### config.mk
export PLATFORM = sky130hd
export DESIGN_NAME = mc_ctrl
export DESIGN_NICKNAME = d
export VERILOG_FILES = /design/src/rtl/mc_pkg.sv /design/src/rtl/mc_decode.sv /design/src/rtl/mc_ctrl.sv
export SDC_FILE = /design/constraint.sdc
export NUM_CORES = 1
export LEC_CHECK = 0
export ABC_AREA = 1
export BUFFER_PORTS_ARGS = -buffer_cell sky130_fd_sc_hd__buf_2
export CORE_MARGIN = 2
export CORE_UTILIZATION = 30
export CTS_CLUSTER_SIZE = 20
export DETAILED_ROUTE_END_ITERATION = 6
export PLACE_DENSITY = 0.56
export SETUP_SLACK_MARGIN = 0.05
export SKIP_LAST_GASP = 1
export SLEW_MARGIN = 5
export SYNTH_ARGS = -nofsm -noshare
export SYNTH_HDL_FRONTEND = slang
export SYNTH_HIERARCHICAL = 1
export SYNTH_SLANG_ARGS = --single-unit
### constraint.sdc
create_clock -name clk -period 3.86 [get_ports clk]
set_input_delay 0.772 -clock clk [delete_from_list [all_inputs] [get_ports clk]]
set_output_delay 0.772 -clock clk [all_outputs]
set_load 0.1 [all_outputs]
### src/rtl/mc_pkg.sv
// Shared encodings for the multi-cycle controller: FSM states, instruction
// classes, opcode/funct constants and datapath select codes.
package mc_pkg;

  localparam int unsigned STATE_W = 3;
  localparam int unsigned OP_W    = 6;
  localparam int unsigned ALUOP_W = 4;
  localparam int unsigned SEL_W   = 2;

  typedef enum logic [STATE_W-1:0] {
    ST_FETCH  = 3'd0,
    ST_DECODE = 3'd1,
    ST_EXEC   = 3'd2,
    ST_MEM    = 3'd3,
    ST_WB     = 3'd4
  } state_t;

  typedef enum logic [3:0] {
    IT_ADDU, IT_SUBU, IT_ORI, IT_LUI, IT_LW, IT_SW,
    IT_BEQ, IT_JAL, IT_JR, IT_NOP, IT_ILL
  } itype_t;

  localparam logic [OP_W-1:0] OP_RTYPE = 6'h00, OP_ORI = 6'h0d, OP_LUI = 6'h0f,
                              OP_LW = 6'h23, OP_SW = 6'h2b, OP_BEQ = 6'h04,
                              OP_JAL = 6'h03;
  localparam logic [OP_W-1:0] FN_NOP = 6'h00, FN_ADDU = 6'h21, FN_SUBU = 6'h23,
                              FN_JR = 6'h08;

  localparam logic [ALUOP_W-1:0] ALU_ADD = 4'd0, ALU_SUB = 4'd1, ALU_OR = 4'd2,
                                 ALU_LUI = 4'd3;
  localparam logic [SEL_W-1:0] NPC_SEQ = 2'b00, NPC_BR = 2'b01, NPC_JAL = 2'b10,
                               NPC_JR = 2'b11;
  localparam logic [SEL_W-1:0] M2R_ALU = 2'b00, M2R_DM = 2'b01, M2R_PC4 = 2'b10;
  localparam logic [SEL_W-1:0] RD_RT = 2'b00, RD_RD = 2'b01, RD_RA = 2'b10;

  typedef struct packed {
    logic               pc_write;
    logic               ir_write;
    logic               reg_write;
    logic               mem_read;
    logic [SEL_W-1:0]   mem_to_reg;
    logic               alu_src;
    logic [ALUOP_W-1:0] alu_op;
    logic [SEL_W-1:0]   reg_dst;
    logic [SEL_W-1:0]   npc_op;
    logic               ext_op;
    logic               illegal;
  } ctrl_t;

  typedef struct packed {
    logic               alu_src;
    logic [ALUOP_W-1:0] alu_op;
    logic               ext_op;
  } alu_t;

  // ALU operand/extension selects for an instruction class, held EXEC..WB
  function automatic alu_t alu_sel(input itype_t it);
    alu_t a;
    a = '0;
    case (it)
      IT_ADDU: a.alu_op = ALU_ADD;
      IT_SUBU: a.alu_op = ALU_SUB;
      IT_ORI:  begin a.alu_src = 1'b1; a.alu_op = ALU_OR;  end
      IT_LUI:  begin a.alu_src = 1'b1; a.alu_op = ALU_LUI; end
      IT_LW, IT_SW: begin a.alu_src = 1'b1; a.alu_op = ALU_ADD; a.ext_op = 1'b1; end
      IT_BEQ:  begin a.alu_op = ALU_SUB; a.ext_op = 1'b1; end
      default: a = '0;
    endcase
    return a;
  endfunction

endpackage

### src/rtl/mc_decode.sv
// Combinational opcode/funct classifier producing the instruction class.
module mc_decode
  import mc_pkg::*;
(
  input  logic [5:0] opcode,
  input  logic [5:0] func,
  output logic [3:0] itype_c
);

  always_comb begin
    itype_c = IT_ILL;
    case (opcode)
      OP_RTYPE: begin
        case (func)
          FN_ADDU: itype_c = IT_ADDU;
          FN_SUBU: itype_c = IT_SUBU;
          FN_JR:   itype_c = IT_JR;
          FN_NOP:  itype_c = IT_NOP;
          default: itype_c = IT_ILL;
        endcase
      end
      OP_ORI:  itype_c = IT_ORI;
      OP_LUI:  itype_c = IT_LUI;
      OP_LW:   itype_c = IT_LW;
      OP_SW:   itype_c = IT_SW;
      OP_BEQ:  itype_c = IT_BEQ;
      OP_JAL:  itype_c = IT_JAL;
      default: itype_c = IT_ILL;
    endcase
  end

endmodule

### src/rtl/mc_ctrl.sv
// Multi-cycle FETCH/DECODE/EXEC/MEM/WB controller for the single-issue datapath.
// Define MC_CTRL_PERF_EN to add cycle and retired-instruction counters.
module mc_ctrl
  import mc_pkg::*;
#(
  parameter logic [2:0] RESET_STATE = 3'd0
) (
  input  logic       clk,
  input  logic       reset,
  input  logic [5:0] Instruction_class,
  input  logic [5:0] func,
  input  logic       ZERO,
  output logic       PCWrite,
  output logic       IRWrite,
  output logic       RegWrite,
  output logic       MemRead,
  output logic [1:0] MemtoReg,
  output logic       ALU_SRC,
  output logic [3:0] ALUop,
  output logic [1:0] RegDst,
  output logic [1:0] NPCop,
  output logic       EXTop,
  output logic       newsign,
  output logic [2:0] state,
  output logic       illegal
`ifdef MC_CTRL_PERF_EN
  ,
  output logic [31:0] cyc_cnt,
  output logic [31:0] ins_cnt
`endif
);

  state_t     state_q, state_d;
  itype_t     itype_q, itype_d;
  itype_t     dec_itype;
  logic [3:0] dec_raw;
  logic       dec_skip;
  ctrl_t      ctrl_c;
  alu_t       alu_c;

  mc_decode u_decode (
    .opcode  (Instruction_class),
    .func    (func),
    .itype_c (dec_raw)
  );

  assign dec_itype = itype_t'(dec_raw);
  assign dec_skip  = (dec_itype == IT_NOP) || (dec_itype == IT_ILL);
  assign alu_c     = alu_sel(itype_q);

  // Next state and instruction-class latch
  always_comb begin
    state_d = ST_FETCH;
    itype_d = itype_q;
    case (state_q)
      ST_FETCH:  state_d = ST_DECODE;
      ST_DECODE: begin
        itype_d = dec_itype;
        state_d = dec_skip ? ST_FETCH : ST_EXEC;
      end
      ST_EXEC: begin
        case (itype_q)
          IT_LW, IT_SW:                    state_d = ST_MEM;
          IT_ADDU, IT_SUBU, IT_ORI, IT_LUI: state_d = ST_WB;
          default:                         state_d = ST_FETCH;
        endcase
      end
      ST_MEM:  state_d = (itype_q == IT_LW) ? ST_WB : ST_FETCH;
      default: state_d = ST_FETCH;
    endcase
  end

  always_ff @(posedge clk) begin
    if (reset) begin
      state_q <= state_t'(RESET_STATE);
      itype_q <= IT_NOP;
    end else begin
      state_q <= state_d;
      itype_q <= itype_d;
    end
  end

  // Control decode from current state; reset forces everything quiet
  always_comb begin
    ctrl_c = '0;
    if (state_q == ST_EXEC || state_q == ST_MEM || state_q == ST_WB) begin
      ctrl_c.alu_src = alu_c.alu_src;
      ctrl_c.alu_op  = alu_c.alu_op;
      ctrl_c.ext_op  = alu_c.ext_op;
    end
    case (state_q)
      ST_FETCH:  ctrl_c.ir_write = 1'b1;
      ST_DECODE: begin
        if (dec_skip) begin
          ctrl_c.pc_write = 1'b1;
          ctrl_c.npc_op   = NPC_SEQ;
          ctrl_c.illegal  = (dec_itype == IT_ILL);
        end
      end
      ST_EXEC: begin
        case (itype_q)
          IT_BEQ: begin
            ctrl_c.pc_write = 1'b1;
            ctrl_c.npc_op   = ZERO ? NPC_BR : NPC_SEQ;
          end
          IT_JAL: begin
            ctrl_c.reg_write  = 1'b1;
            ctrl_c.reg_dst    = RD_RA;
            ctrl_c.mem_to_reg = M2R_PC4;
            ctrl_c.pc_write   = 1'b1;
            ctrl_c.npc_op     = NPC_JAL;
          end
          IT_JR: begin
            ctrl_c.pc_write = 1'b1;
            ctrl_c.npc_op   = NPC_JR;
          end
          default: ;
        endcase
      end
      ST_MEM: begin
        if (itype_q == IT_SW) begin
          ctrl_c.mem_read = 1'b1;
          ctrl_c.pc_write = 1'b1;
          ctrl_c.npc_op   = NPC_SEQ;
        end
      end
      ST_WB: begin
        ctrl_c.reg_write  = 1'b1;
        ctrl_c.pc_write   = 1'b1;
        ctrl_c.npc_op     = NPC_SEQ;
        ctrl_c.reg_dst    = (itype_q == IT_ADDU || itype_q == IT_SUBU) ? RD_RD : RD_RT;
        ctrl_c.mem_to_reg = (itype_q == IT_LW) ? M2R_DM : M2R_ALU;
      end
      default: ;
    endcase
    if (reset) ctrl_c = '0;
  end

  assign PCWrite  = ctrl_c.pc_write;
  assign IRWrite  = ctrl_c.ir_write;
  assign RegWrite = ctrl_c.reg_write;
  assign MemRead  = ctrl_c.mem_read;
  assign MemtoReg = ctrl_c.mem_to_reg;
  assign ALU_SRC  = ctrl_c.alu_src;
  assign ALUop    = ctrl_c.alu_op;
  assign RegDst   = ctrl_c.reg_dst;
  assign NPCop    = ctrl_c.npc_op;
  assign EXTop    = ctrl_c.ext_op;
  assign illegal  = ctrl_c.illegal;
  assign newsign  = 1'b0;
  assign state    = state_q;

`ifdef MC_CTRL_PERF_EN
  logic [31:0] cyc_q, cyc_d, ins_q, ins_d;

  always_comb begin
    cyc_d = cyc_q + 32'd1;
    ins_d = ins_q + 32'(ctrl_c.pc_write);
  end

  always_ff @(posedge clk) begin
    if (reset) begin
      cyc_q <= '0;
      ins_q <= '0;
    end else begin
      cyc_q <= cyc_d;
      ins_q <= ins_d;
    end
  end

  assign cyc_cnt = cyc_q;
  assign ins_cnt = ins_q;
`endif

endmodule
After elaboration in Yosys (flattened, before gate mapping). Cells that the tools add are included.

Bits of input ports: 15. Bits in registers: 7. Word-level logic and storage cells: 69. Output and inout bits: 21.

Eq/ne operators: 23. Reductions and logical operators: 14. Mux-type cells: 30.

Operators with widths (count): case mux 4 bit (7 select lines) (1); == test 6 bit, second input constant (4); == test 6 x 4 -> 1 bit, second input constant (3); 2-to-1 mux 17 bit (1); == test 4 x 3 -> 1 bit, second input constant (4); case mux 4 bit (4 select lines) (1); 2-to-1 mux 1 bit (14); == test 4 bit, second input constant (3); zero test 6 bit (2); case mux 2 bit (3 select lines) (2); case mux 3 bit (4 select lines) (1); == test 4 x 2 -> 1 bit, second input constant (2); case mux 2 bit (2 select lines) (2); OR reduction 4 bit (2); == test 3 x 2 -> 1 bit, second input constant (2); == test 6 x 2 -> 1 bit, second input constant (1); == test 6 x 3 -> 1 bit, second input constant (1); 2-to-1 mux 2 bit (3); case mux 3 bit (2 select lines) (1); OR reduction 3 bit (2); 2-to-1 mux 5 bit (1); == test 4 x 1 -> 1 bit, second input constant (1); zero test 4 bit (1); logical OR 1 bit (4); other kinds (7) (8).

Longest topological paths before layout.
Depth in word-level cells: 8. Depth in mapped cells: 13. Gate-level depth less buffers: 13.

Cells and area by module. The synthesis kept the hierarchy.

By module, submodules not included: mc_ctrl (instances 1, cells each 95, area each 561.8 µm², sequential area each 140.1 µm²); mc_decode (instances 1, cells each 43, area each 198.9 µm², sequential area each 0.0 µm²).

Worst setup path before layout. Ideal clock, no wire load.

Kind: input port to output port. Start point: input port Instruction_class[0]. End point: output port illegal. Arrival: 3.484 ns. Data required time: 3.088 ns. Setup slack: -0.396 ns. Buffers on the path: 0. Cell stages on the path: 8. Path through: nor2_1 nand3_2 nor2_2 o21bai_1 inv_1 nor2_1 nand2_1 nor3_1.

Word-level cells in the longest chain between the ends: 7. Elaborated cells on any way between the ends: 14. Classes of those cells: 8 x eq/ne; 4 x mux; 2 x reduce/logical.

Ends and longest elaborated chain: start, declared (RTL line mc_ctrl.sv:10) `input logic [5:0] Instruction_class,`; == test 6 x 2 -> 1 bit (tied with other cells) (RTL line mc_decode.sv:12) `case (opcode)`; case mux 4 bit (7 select lines) * (RTL line mc_decode.sv:12); named net dec_itype[3] (RTL line mc_ctrl.sv:35) `itype_t dec_itype;`; == test 4 bit (on tied branches) (RTL line mc_ctrl.sv:48, mc_ctrl.sv:97); logical OR 1 bit (RTL line mc_ctrl.sv:48) `assign dec_skip = (dec_itype == IT_NOP) || (dec_itype == IT_ILL);`; 2-to-1 mux 1 bit * (RTL line mc_ctrl.sv:94) `if (dec_skip) begin`; 2-to-1 mux 1 bit * (RTL line mc_ctrl.sv:91) `case (state_q)`; 2-to-1 mux 17 bit * (RTL line mc_ctrl.sv:136) `if (reset) ctrl_c = '0;`; end, declared (RTL line mc_ctrl.sv:25) `output logic illegal`.

The timed path passes the listed nets; every way through them passes the cells marked *.

Worst setup path in the final report.
Start point: input port Instruction_class[0]. End point: output port PCWrite.

Word-level cells in the longest chain between the ends: 7. Elaborated cells on any way between the ends: 14. Classes of those cells: 8 x eq/ne; 4 x mux; 2 x reduce/logical.

Ends and longest elaborated chain: == test 6 x 2 -> 1 bit (tied with other cells) (RTL line mc_decode.sv:12); case mux 4 bit (7 select lines) * (RTL line mc_decode.sv:12); named net dec_itype[3] (RTL line mc_ctrl.sv:35); == test 4 bit (RTL line mc_ctrl.sv:48); logical OR 1 bit * (RTL line mc_ctrl.sv:48); 2-to-1 mux 1 bit * (RTL line mc_ctrl.sv:94); case mux 1 bit (4 select lines) * (RTL line mc_ctrl.sv:91); 2-to-1 mux 17 bit * (RTL line mc_ctrl.sv:136); end, declared (RTL line mc_ctrl.sv:13) `output logic PCWrite,`.

Marked as above.

==> flow_summary.json <==
{
  "outcome": "completed",
  "dieWidth_um": 54.4,
  "detail-route-antenna-nets": 0,
  "final_layout_size_suffix_gt1_share_pct": 31.6,
  "fin_skew_ns": 0.00446,
  "cpMostUsedCell": "sky130_fd_sc_hd__nor2_1",
  "synthXorXnorAreaFrac_pct": 0,
  "timing.final.crit_period_ns": 3.18,
  "pin_count_of_the_biggest_net_entering_global_routing": 12,
  "tritoncts": "built",
  "hold_path.startpoint": "itype_q[2]$_SDFFE_PP0N_",
  "power.density_nw_per_um2": 257,
  "required_ns": 3.09,
  "cts.root.buffer_cell": "sky130_fd_sc_hd__clkbuf_4",
  "r2r-end": "state[1]$_SDFF_PP0_",
  "crit_path_largest_cell_delay_ns": 0.43,
  "synth_area_um2": 761,
  "critical_path_arrival_ns": 2.41,
  "boundaryPins": 36,
  "synthesis_warning_total": 6,
  "dp_hpwl_um": 1650,
  "mux_contribution_to_synthesized_area_pct": 0,
  "setup_cp_type": "in -> out",
  "globalRouteTotalUtil_pct": 14.0,
  "syn-instance-count": 138,
  "grt-ovfl-total": 0,
  "htree_num_levels": 1,
  "seq_area_frac_synth_pct": 18.4,
  "cp_cell_sequence": "buf_2, nor2_1, nand3_2, nor2_2, o21bai_1, inv_1, nor2_1, nand2_1, nor2_1, nor2_1, a21oi_2, buf_2",
  "routed-via-count": 938,
  "reg2reg_setup_slack_ns": 2.71,
  "max_freq_mhz": 314,
  "design_area_um2": 962,
  "rsz_0062_raised_after_global_routing": "no",
  "report.final.hold_viol_count": 0,
  "number_of_buffers_on_the_longest_clock_path": 2,
  "most-common-layout-cells": "sky130_fd_sc_hd__nand2_1 (32), sky130_fd_sc_hd__buf_2 (32), sky130_fd_sc_hd__nor2_1 (21)",
  "post_synth_fa_ha_maj_area_fraction_pct": 0,
  "post-cts-setup-buffers": 0,
  "critPathSlowestCell": "sky130_fd_sc_hd__buf_2",
  "min_period_over_period_pct": 82.4,
  "number_of_antenna_violations_at_the_first_check_in_global_routing": 0,
  "synth-compound-area-share_pct": 13.5,
  "drcViolationCount": 0,
  "timing.hold.ws_ns": 0.521,
  "multi_input_gate_area_um2": 515,
  "timing.hold.worst_endpoint": "itype_q[2]$_SDFFE_PP0N_",
  "cts_hold_repair.buffers": 0,
  "floorplan.core_area_um2": 2430,
  "drt-wirelength-per-cell_um": 9.37,
  "synth.ff_latch_count": 7,
  "drv.max_cap_violation_count": 0,
  "critical_path_buf_inv_count": 3,
  "cp_max_fo": 3,
  "detailed_router_s_first_iteration_violation_count": 6,
  "numPortBuffers": 32,
  "die_area_um2": 2950,
  "cts.sink_count": 7,
  "start_util_pct": 31.3,
  "finalWeightedCongestion": 0.770,
  "synth_cell_types": 22,
  "insertion_delay_ns": 0.24,
  "startpoint_type_of_the_worst_setup_path": "input pin",
  "worstHoldPathType": "reg -> reg",
  "cts_inserted_buffers": 3,
  "design.final.nets": 187,
  "routed_via_density": 4.67,
  "timing.hold.worst_path_depth": 2,
  "drt-pass1-iter-count": 4,
  "total_power_uw": 248,
  "grt_first_pass_wirelength_um": 3080,
  "ir_drop_worst_case_vdd_mv": 0.139,
  "first_global_vias": 797,
  "dominant_combinational_cell_family_by_area_after_synthesis": "simple AND/OR/NAND/NOR gates",
  "clk_pin_slew_ns": 0.04,
  "count_of_non_filler_cells_in_the_finished_layout": 201,
  "post_synth_and_or_nand_nor_area_fraction_pct": 51.8,
  "die_h_um": 54.4,
  "worst_path_dominant_cell_family": "simple AND/OR/NAND/NOR gates",
  "placed_cell_area_um2": 936,
  "setup.worst_path.end_class": "output port",
  "cts_resized": 0,
  "diodes": 0,
  "maxSlewViolCount": 0,
  "storage_element_area_um2": 140,
  "finalWirelength_um": 1880,
  "power.leakage_nw": 0.568,
  "r2r_cells": 4,
  "flow.area_growth_from_synthesis_pct": 26.5,
  "placed_cells": 197,
  "final.fill_count": 279,
  "timing.final.setup_violations": 0,
  "regToRegStartpoint": "state[1]$_SDFF_PP0_",
  "rows": 18,
  "post_synth.cell_area_avg_um2": 5.51
}
==> through the flow <==
stage / setup WS, ns / util [%] / setup TNS [ns]
finish: 0.680 / 39.6 / 0
global route: 0.467 / 39.6 / 0
CTS: 0.669 / 39.6 / 0
detailed placement: 0.676 / 38.5 / 0
global placement: 0.742 / 38.5 / 0
floorplan: -0.247 / - / -0.494
==> synth_stat cells <==
master | n | area, um2
sky130_fd_sc_hd__and3_1 | 1 | 6.26
sky130_fd_sc_hd__nor3_2 | 1 | 10.0
sky130_fd_sc_hd__nand4_2 | 1 | 12.5
sky130_fd_sc_hd__buf_4 | 5 | 37.5
sky130_fd_sc_hd__o21ai_0 | 2 | 10.0
sky130_fd_sc_hd__nor2_2 | 3 | 18.8
sky130_fd_sc_hd__nand4_1 | 1 | 6.26
sky130_fd_sc_hd__nand2_1 | 32 | 120
sky130_fd_sc_hd__nor2_4 | 2 | 22.5
sky130_fd_sc_hd__inv_2 | 7 | 26.3
sky130_fd_sc_hd__o22ai_1 | 1 | 6.26
sky130_fd_sc_hd__nor2_1 | 22 | 82.6
sky130_fd_sc_hd__nand3_2 | 2 | 20.0
sky130_fd_sc_hd__a21oi_1 | 7 | 35.0
sky130_fd_sc_hd__nor3_1 | 4 | 20.0
sky130_fd_sc_hd__a21oi_2 | 1 | 8.76
sky130_fd_sc_hd__dfxtp_1 | 7 | 140
sky130_fd_sc_hd__nand3_1 | 15 | 75.1
sky130_fd_sc_hd__inv_1 | 15 | 56.3
sky130_fd_sc_hd__conb_1 | 1 | 3.75
sky130_fd_sc_hd__o21ai_1 | 7 | 35.0
sky130_fd_sc_hd__o21bai_1 | 1 | 7.51
==> registers in the layout, summed over array words and instances (netlist names) <==
signal	count
itype_q	4
state	3
==> metal layers <==
metal  vias to the layer above  track usage [%]  routed length [um]
met5                         -                0                   0
met4                         0             5.42                  36
met3                         4             2.46                 132
met2                        33             26.3                 895
met1                       399             15.4                 819
li1                        502                -                   -
==> worst reg2reg max path: stages (launching register included) <==
cell	delay [ns]
sky130_fd_sc_hd__dfxtp_1	0.39
sky130_fd_sc_hd__inv_2	0.09
sky130_fd_sc_hd__nor3_2	0.22
sky130_fd_sc_hd__nand2_1	0.23
sky130_fd_sc_hd__o21ai_1	0.15
==> cells by family after synthesis <==
| group | after synthesis |
|---|---|
| flops | 7 |
| other cells | 1 |
| buf+inv | 27 |
| compound gates | 19 |
| simple gates | 84 |
==> power by group <==
part	internal, mW	switching, mW
Combinational	0.0218	0.0768
Sequential	0.0779	0.00805
Clock	0.0392	0.0238
==> worst max path at each step <==
stage | from | endpoint | slack, ns | depth (start not counted)
final | Instruction_class[0] | PCWrite | 0.68 | 12
after global routing | Instruction_class[0] | PCWrite | 0.47 | 12
after CTS | Instruction_class[0] | PCWrite | 0.67 | 12
after detailed placement | Instruction_class[0] | PCWrite | 0.68 | 12
after global placement | Instruction_class[0] | PCWrite | 0.74 | 12
after floorplan | state[2]$_SDFF_PP0_ | MemtoReg[0] | -0.25 | 2
==> layout make-up <==
type | count | area share (%)
multi-input combinational | 106 | 53.6
timing repair buffer | 32 | 16.6
sequential | 7 | 14.6
inverter | 22 | 8.58
tap | 30 | 3.90
clock buffer | 4 | 2.73
No activity file was read; power rests on OpenSTA's default activity.
